--- config.mk ---
export PLATFORM = sky130hd
export DESIGN_NAME = kronos_wb
export DESIGN_NICKNAME = d
export VERILOG_FILES = /design/src/rtl/kronos_types.sv /design/src/rtl/kronos_counter.sv /design/src/rtl/kronos_wb.sv
export SDC_FILE = /design/constraint.sdc
export NUM_CORES = 1
export LEC_CHECK = 0
export CAP_MARGIN = 15
export CELL_PAD_IN_SITES_DETAIL_PLACEMENT = 1
export CELL_PAD_IN_SITES_GLOBAL_PLACEMENT = 1
export CORE_MARGIN = 1.5
export CORE_UTILIZATION = 35
export DETAILED_ROUTE_END_ITERATION = 12
export GPL_TIMING_DRIVEN = 0
export MAX_ROUTING_LAYER = met4
export PLACE_DENSITY_LB_ADDON = 0.1
export SLEW_MARGIN = 5
export SYNTH_ARGS = -nofsm -noshare
export SYNTH_HDL_FRONTEND = slang
export SYNTH_SLANG_ARGS = --single-unit
--- constraint.sdc ---
create_clock -name clk -period 8 [get_ports clk]
set_input_delay 1.6 -clock clk [delete_from_list [all_inputs] [get_ports clk]]
set_output_delay 1.6 -clock clk [all_outputs]
set_load 0.01 [all_outputs]
--- src/rtl/kronos_types.sv ---
// Shared types for the Kronos pipeline: the EX->WB record and the WB state set.
package kronos_types;

   // Record handed from EX to WB. result1 is the architectural result,
   // result2 carries the faulting value (instruction word / address) for traps.
   typedef struct packed {
      logic [31:0] result1;
      logic [31:0] result2;
      logic [4:0]  rd;
      logic        rd_write;
      logic        illegal;
   } pipeEXWB_t;

   // Write-back control states.
   typedef enum logic [0:0] {
      WB_RUN  = 1'b0,
      WB_TRAP = 1'b1
   } wb_state_e;

endpackage

--- src/rtl/kronos_counter.sv ---
// Free-running wrapping incrementer with enable; rolls over modulo 2^W.
module kronos_counter #(
   parameter int W = 64
) (
   input  logic         clk,
   input  logic         rst,
   input  logic         en,
   output logic [W-1:0] count
);

   logic [W-1:0] count_d;
   logic [W-1:0] count_q;

   // Next count: +1 when enabled, natural overflow gives the wrap.
   always_comb begin
      count_d = count_q;
      if (en) count_d = count_q + {{(W-1){1'b0}}, 1'b1};
   end

   // Count register, cleared immediately on reset.
   always_ff @(posedge clk or posedge rst) begin
      if (rst) count_q <= '0;
      else     count_q <= count_d;
   end

   assign count = count_q;

endmodule

--- src/rtl/kronos_wb.sv ---
// Kronos write-back stage: commits EX results, forwards them, counts
// retirements and parks the pipe on an illegal instruction until acknowledged.
module kronos_wb
   import kronos_types::*;
#(
   parameter int CNT_W = 64
) (
   input  logic             clk,
   input  logic             rst,
   input  pipeEXWB_t        execute,
   input  logic             pipe_in_vld,
   output logic             pipe_in_rdy,
   output logic             regwr_en,
   output logic [4:0]       regwr_sel,
   output logic [31:0]      regwr_data,
   output logic             fwd_vld,
   output logic [4:0]       fwd_rd,
   output logic [31:0]      fwd_data,
   output logic             trap_vld,
   output logic [31:0]      trap_value,
   input  logic             trap_ack,
   output logic [CNT_W-1:0] instret
);

   wb_state_e   state_d, state_q;
   logic        regwr_en_d, regwr_en_q;
   logic [4:0]  regwr_sel_d, regwr_sel_q;
   logic [31:0] regwr_data_d, regwr_data_q;
   logic [31:0] trap_value_d, trap_value_q;
   logic        accept;
   logic        retire;

   // Ready depends only on state, so EX never sees a loop through pipe_in_vld.
   assign pipe_in_rdy = (state_q == WB_RUN);
   assign accept      = pipe_in_vld & pipe_in_rdy;
   assign retire      = accept & ~execute.illegal;

   // Next-state, commit and trap-capture decisions.
   always_comb begin
      state_d      = state_q;
      regwr_en_d   = 1'b0;
      regwr_sel_d  = regwr_sel_q;
      regwr_data_d = regwr_data_q;
      trap_value_d = trap_value_q;

      case (state_q)
         WB_RUN: begin
            if (accept) begin
               if (execute.illegal) begin
                  trap_value_d = execute.result2;
                  state_d      = WB_TRAP;
               end else if (execute.rd_write && (execute.rd != 5'd0)) begin
                  // x0 is hardwired to zero, so writes to it are dropped here.
                  regwr_en_d   = 1'b1;
                  regwr_sel_d  = execute.rd;
                  regwr_data_d = execute.result1;
               end
            end
         end
         WB_TRAP: begin
            if (trap_ack) state_d = WB_RUN;
         end
         default: state_d = WB_RUN;
      endcase
   end

   // State and output registers; reset discards any pending trap at once.
   always_ff @(posedge clk or posedge rst) begin
      if (rst) begin
         state_q      <= WB_RUN;
         regwr_en_q   <= 1'b0;
         regwr_sel_q  <= 5'd0;
         regwr_data_q <= 32'd0;
         trap_value_q <= 32'd0;
      end else begin
         state_q      <= state_d;
         regwr_en_q   <= regwr_en_d;
         regwr_sel_q  <= regwr_sel_d;
         regwr_data_q <= regwr_data_d;
         trap_value_q <= trap_value_d;
      end
   end

   // Forwarding bus is the register-file write port seen by EX.
   assign regwr_en   = regwr_en_q;
   assign regwr_sel  = regwr_sel_q;
   assign regwr_data = regwr_data_q;
   assign fwd_vld    = regwr_en_q;
   assign fwd_rd     = regwr_sel_q;
   assign fwd_data   = regwr_data_q;
   assign trap_vld   = (state_q == WB_TRAP);
   assign trap_value = trap_value_q;

   kronos_counter #(.W(CNT_W)) u_instret (
      .clk   (clk),
      .rst   (rst),
      .en    (retire),
      .count (instret)
   );

endmodule

Word-level counts from Yosys, hierarchy flattened --
Cells that the tools add are included.
Storage, ports and cells: output and inout port bits 174, register bits 135, input bits 75, word-level logic and storage cells 23
Operators by class: add/sub/neg operators 1, multiplexer cells 8, bitwise logic cells 4, reductions and logical operators 4
Operators by type and width (count):
- $add 64x1->64 const B | 1
- $mux 1 | 7
- $reduce_bool 5->1 | 1
- $reduce_and 4->1 | 1
- $reduce_and 3->1 | 1
- $and 1x1->1 | 2
- $not 1->1 | 2
- $pmux 1 s2 | 1
- $logic_and 1x1->1 | 1

Depth between registers and ports, before layout --
depth after elaboration 6, depth in mapped cells 7, gate-level depth less buffers 6

Cells and area by module --
Synthesis repeated with hierarchy kept, for this count alone.
Second synthesis, totals: cells, all modules 467, area total of the unflattened synthesis 6140.9 um2
Modules (own cells, without submodules):
- kronos_counter | cells each 273, area each 3079.2 um2, instances 1, sequential area each 1601.5 um2
- kronos_wb | cells each 194, area each 3061.7 um2, instances 1, sequential area each 1776.7 um2

Least setup slack after synthesis --
OpenSTA, ideal clock, no wires.
path type input to register, from input port execute[0] (netlist name), to register u_instret.count_q[42] (netlist: u_instret.count[42]), setup slack 4.627 ns, stages 6, path buffers 1, data required time 7.921 ns, arrival time 3.294 ns, library setup time 0.079 ns, cells stage by stage or3b_1 buf_2 nor4_4 nand4_2 nor4_1 xor2_1
On the way: cells in the longest elaborated chain, start to end 2
RTL lines:
- from (decl) | line kronos_wb.sv:10 | input pipeEXWB_t execute,
- $not 1->1 (no line)
- $and 1x1->1 | line kronos_wb.sv:36 | assign retire = accept & ~execute.illegal;
- to (signal assigned) | line kronos_counter.sv:23 | else count_q <= count_d;
- to (decl) | line kronos_counter.sv:12 | logic [W-1:0] count_q;
Every way passes these cells. A chain may end at the register's enable or synchronous reset.

Worst setup path after layout --
from input port pipe_in_vld, to register u_instret.count_q[36] (netlist: u_instret.count[36])
On the way: cells in the longest elaborated chain, start to end 2
RTL lines:
- from (decl) | line kronos_wb.sv:11 | input logic pipe_in_vld,
- $and 1x1->1 | line kronos_wb.sv:35 | assign accept = pipe_in_vld & pipe_in_rdy;
- $and 1x1->1 | line kronos_wb.sv:36
Every way passes these cells.

==> metrics.txt <==
status=finished, final reports clean; Post-Syn Instances=555; sequential power share=38.1%; Logic pwr share=26.2%; Clk Tree Root Cell=clkbuf_16; f_max=0.2549 GHz; met1 track demand over resource=26.40%; fin nets=899; IO Pins=249; RSZ-0062 raised after global routing=no; Tightest Hold Check Type=reg2reg; maxcap violations=0; via count=5082; Worst-Margin Slew=0.7877 ns; critical path class=in2reg; most frequent cells after synthesis=dfrtp_1, nand2_1, buf_4; Cell Rows=47; die height=133.3 um; final worst-path cycle share=49.05%; worst reg2reg setup slack=5.33 ns; GPL Wtd Cong=0.8192; Hold Buf Count CTS=0; Initial Utilization=35.85%; Clk Latency, worst-skew pair=0.42 ns; Synth Warn #=0; Finished Cell Area=9336 um2; Leakage=4.215 nW; CTS max path bufs=2; nature of the critical path startpoint=input port; async set-reset flop share out of synthesis=100.0%; die area=17780 um2; area leader, netlist=dfrtp_1; layout cells sized above 1=12.92%; DR WL/cell=18.28 um; vias per cell=4.813; Post-CTS Setup Bufs=0; Peak supply drop=0.0001384 V; Final Max Tran Viols=0; worst rel slew slack=47.00%; syn nets=631; main flop type after synthesis=dfrtp_1; area fraction of the dominant cell type after synthesis=56.83%; DP Area=8735 um2; HPWL Detailed=14830 um; clock tree from TritonCTS=done; CTS Buf Count=17; net switching power=0.5881 mW; final setup vio count=0; Iter 0 DRT Violations=178; switching share of power=26.21%; register area share after synthesis=56.83%; most frequent cell after synthesis=dfrtp_1; post-layout util=56.30%; GRT met2 Usage=40.07%; total gr overflow=0; crit path DAT=4.26 ns; WL final=19300 um; First-pass DRT Iterations=4; first-pass GRT wire length=31240 um; Pint=1.656 mW; Reg area=3378 um2; crit-path max FO=10; die width=133.3 um; Final Hold Viols=0; initial antenna violation count=0; Synth area leaders=dfrtp_1, nand2_1, mux2_2; CP Capture Type=register; Core Box Area=16580 um2; number of diodes=0; GRT Total Usage=23.38%; aggregate negative setup slack=0 ns; Netlist cell types=31; Syn-to-layout area delta=57.06%; CTS Sinks=135; pwr dens=240.3 nW/um2; Multi-input gate area=2190 um2; CTS clk-pin slew, worst paths=0.06 ns; largest net degree at the start of global routing=93; input/output buffers=248; drt drc=0; Post-Syn Area=5944 um2; htree depth=4; skew final=0.009969 ns; Worst Path Required=8.34 ns; Clock power frac=35.7%; ANT nets after route=0; GRT Max-Usage Layer=met2; number of global-route vias before repair=5488; synthesis-stage register bit count=135; cells resized by post-CTS repair=0; final worst path period need=3.924 ns; fill cell count=1815; EDFF count, synth=0; Post-Syn Area per Cell=10.71 um2; GRT met3 Usage=6.088%
final cells by class:
type                    instances  share of cell area, %
plain buffers                  51                  3.592
clock buffers                  24                  5.159
clock inverters                 8                  1.287
inverters                      11                 0.4958
multi-input cells             358                  23.45
flip-flops and latches        135                  36.18
well taps                     220                  2.948
repair buffers                249                  26.88
critical path, cell delays in order:
cell	delay [ns]
clkdlybuf4s50_1	0.50
or3b_1	0.34
buf_2	0.20
nor4_4	0.66
nand4_2	0.45
nor3_1	0.33
xor2_1	0.17
logic make-up after synthesis:
logic type      Yosys count  share of synthesized area (%)
compound gates            3                         0.3788
xor+xnor                 63                          9.282
fa+ha+maj                 1                         0.2104
buf+inv                  62                          6.335
flops                   135                          56.83
mux                      34                          6.441
simple gates            257                          20.52
stage by stage:
step | total power, mW | setup slack, ns | instances | hold WS [ns]
global route | 2.341 | 3.835 | 1056 | 0.5123
floorplan | 1.085 | 2.789 | 555 | 0.5039
global placement | 1.438 | 0.8183 | 1023 | 0.4648
detailed placement | 1.466 | 3.643 | 1024 | 0.4854
finish | 2.244 | 4.076 | 1056 | 0.4806
CTS | 2.276 | 4.050 | 1056 | 0.4941
placed cells by master, fill, tap and decap left out:
| cell | count |
|---|---|
| clkbuf_16 | 17 |
| xor2_1 | 32 |
| o211ai_1 | 1 |
| clkbuf_8 | 3 |
| nand4_1 | 24 |
| buf_2 | 1 |
| nor3b_1 | 1 |
| a32o_1 | 1 |
| nor4_4 | 2 |
| or3b_1 | 1 |
| clkinv_2 | 3 |
| clkinv_1 | 1 |
| mux2_2 | 34 |
| nand2b_1 | 1 |
| bufinv_16 | 3 |
| buf_16 | 1 |
| xnor2_1 | 31 |
| clkbuf_1 | 15 |
| nand3_1 | 28 |
| nor2_1 | 28 |
| clkinvlp_4 | 2 |
| o21ai_0 | 1 |
| or3_1 | 1 |
| buf_1 | 1 |
| dfrtp_1 | 135 |
| nor3_1 | 12 |
| nor4_1 | 13 |
| and4_1 | 1 |
| or2_2 | 1 |
| ha_1 | 1 |
| nand2_1 | 127 |
| inv_1 | 9 |
| and2_1 | 2 |
| and3_1 | 12 |
| or4_1 | 1 |
| clkdlybuf4s50_1 | 248 |
| inv_6 | 1 |
| buf_4 | 38 |
| nand4_2 | 2 |
flip-flops by register name (all words and copies together), names as in the netlist:
name             flops
fwd_data            32
trap_vld             1
u_instret.count     64
fwd_vld              1
trap_value          32
fwd_rd               5
routing by layer:
metal  part of all wire, %  up-vias
met4                   2.1        0
li1                      -     2361
met2                    52      166
met3                   5.6       34
met5                     0        -
met1                    41     2521
power by group through the flow:
stage / Sequential, mW / Clock [mW] / Combinational (mW)
after floorplan: 0.896 / 0 / 0.189
after global placement: 0.859 / 0 / 0.578
after detailed placement: 0.870 / 0 / 0.596
after CTS: 0.858 / 0.819 / 0.599
after global routing: 0.869 / 0.846 / 0.626
final: 0.856 / 0.800 / 0.588
path summary, 6_finish.rpt:
kind | from | end | cells past startpoint
min in group asynchronous | rst | fwd_rd[2] | 2
hold reg to reg | u_instret.count[63] | u_instret.count[63] | 1
setup / recovery | pipe_in_vld | u_instret.count[36] | 7
max in group asynchronous | rst | u_instret.count[16] | 3
hold / removal | u_instret.count[63] | u_instret.count[63] | 1
setup reg to reg | trap_vld | u_instret.count[36] | 6
Note: power is estimated with default switching activity, not from simulation.
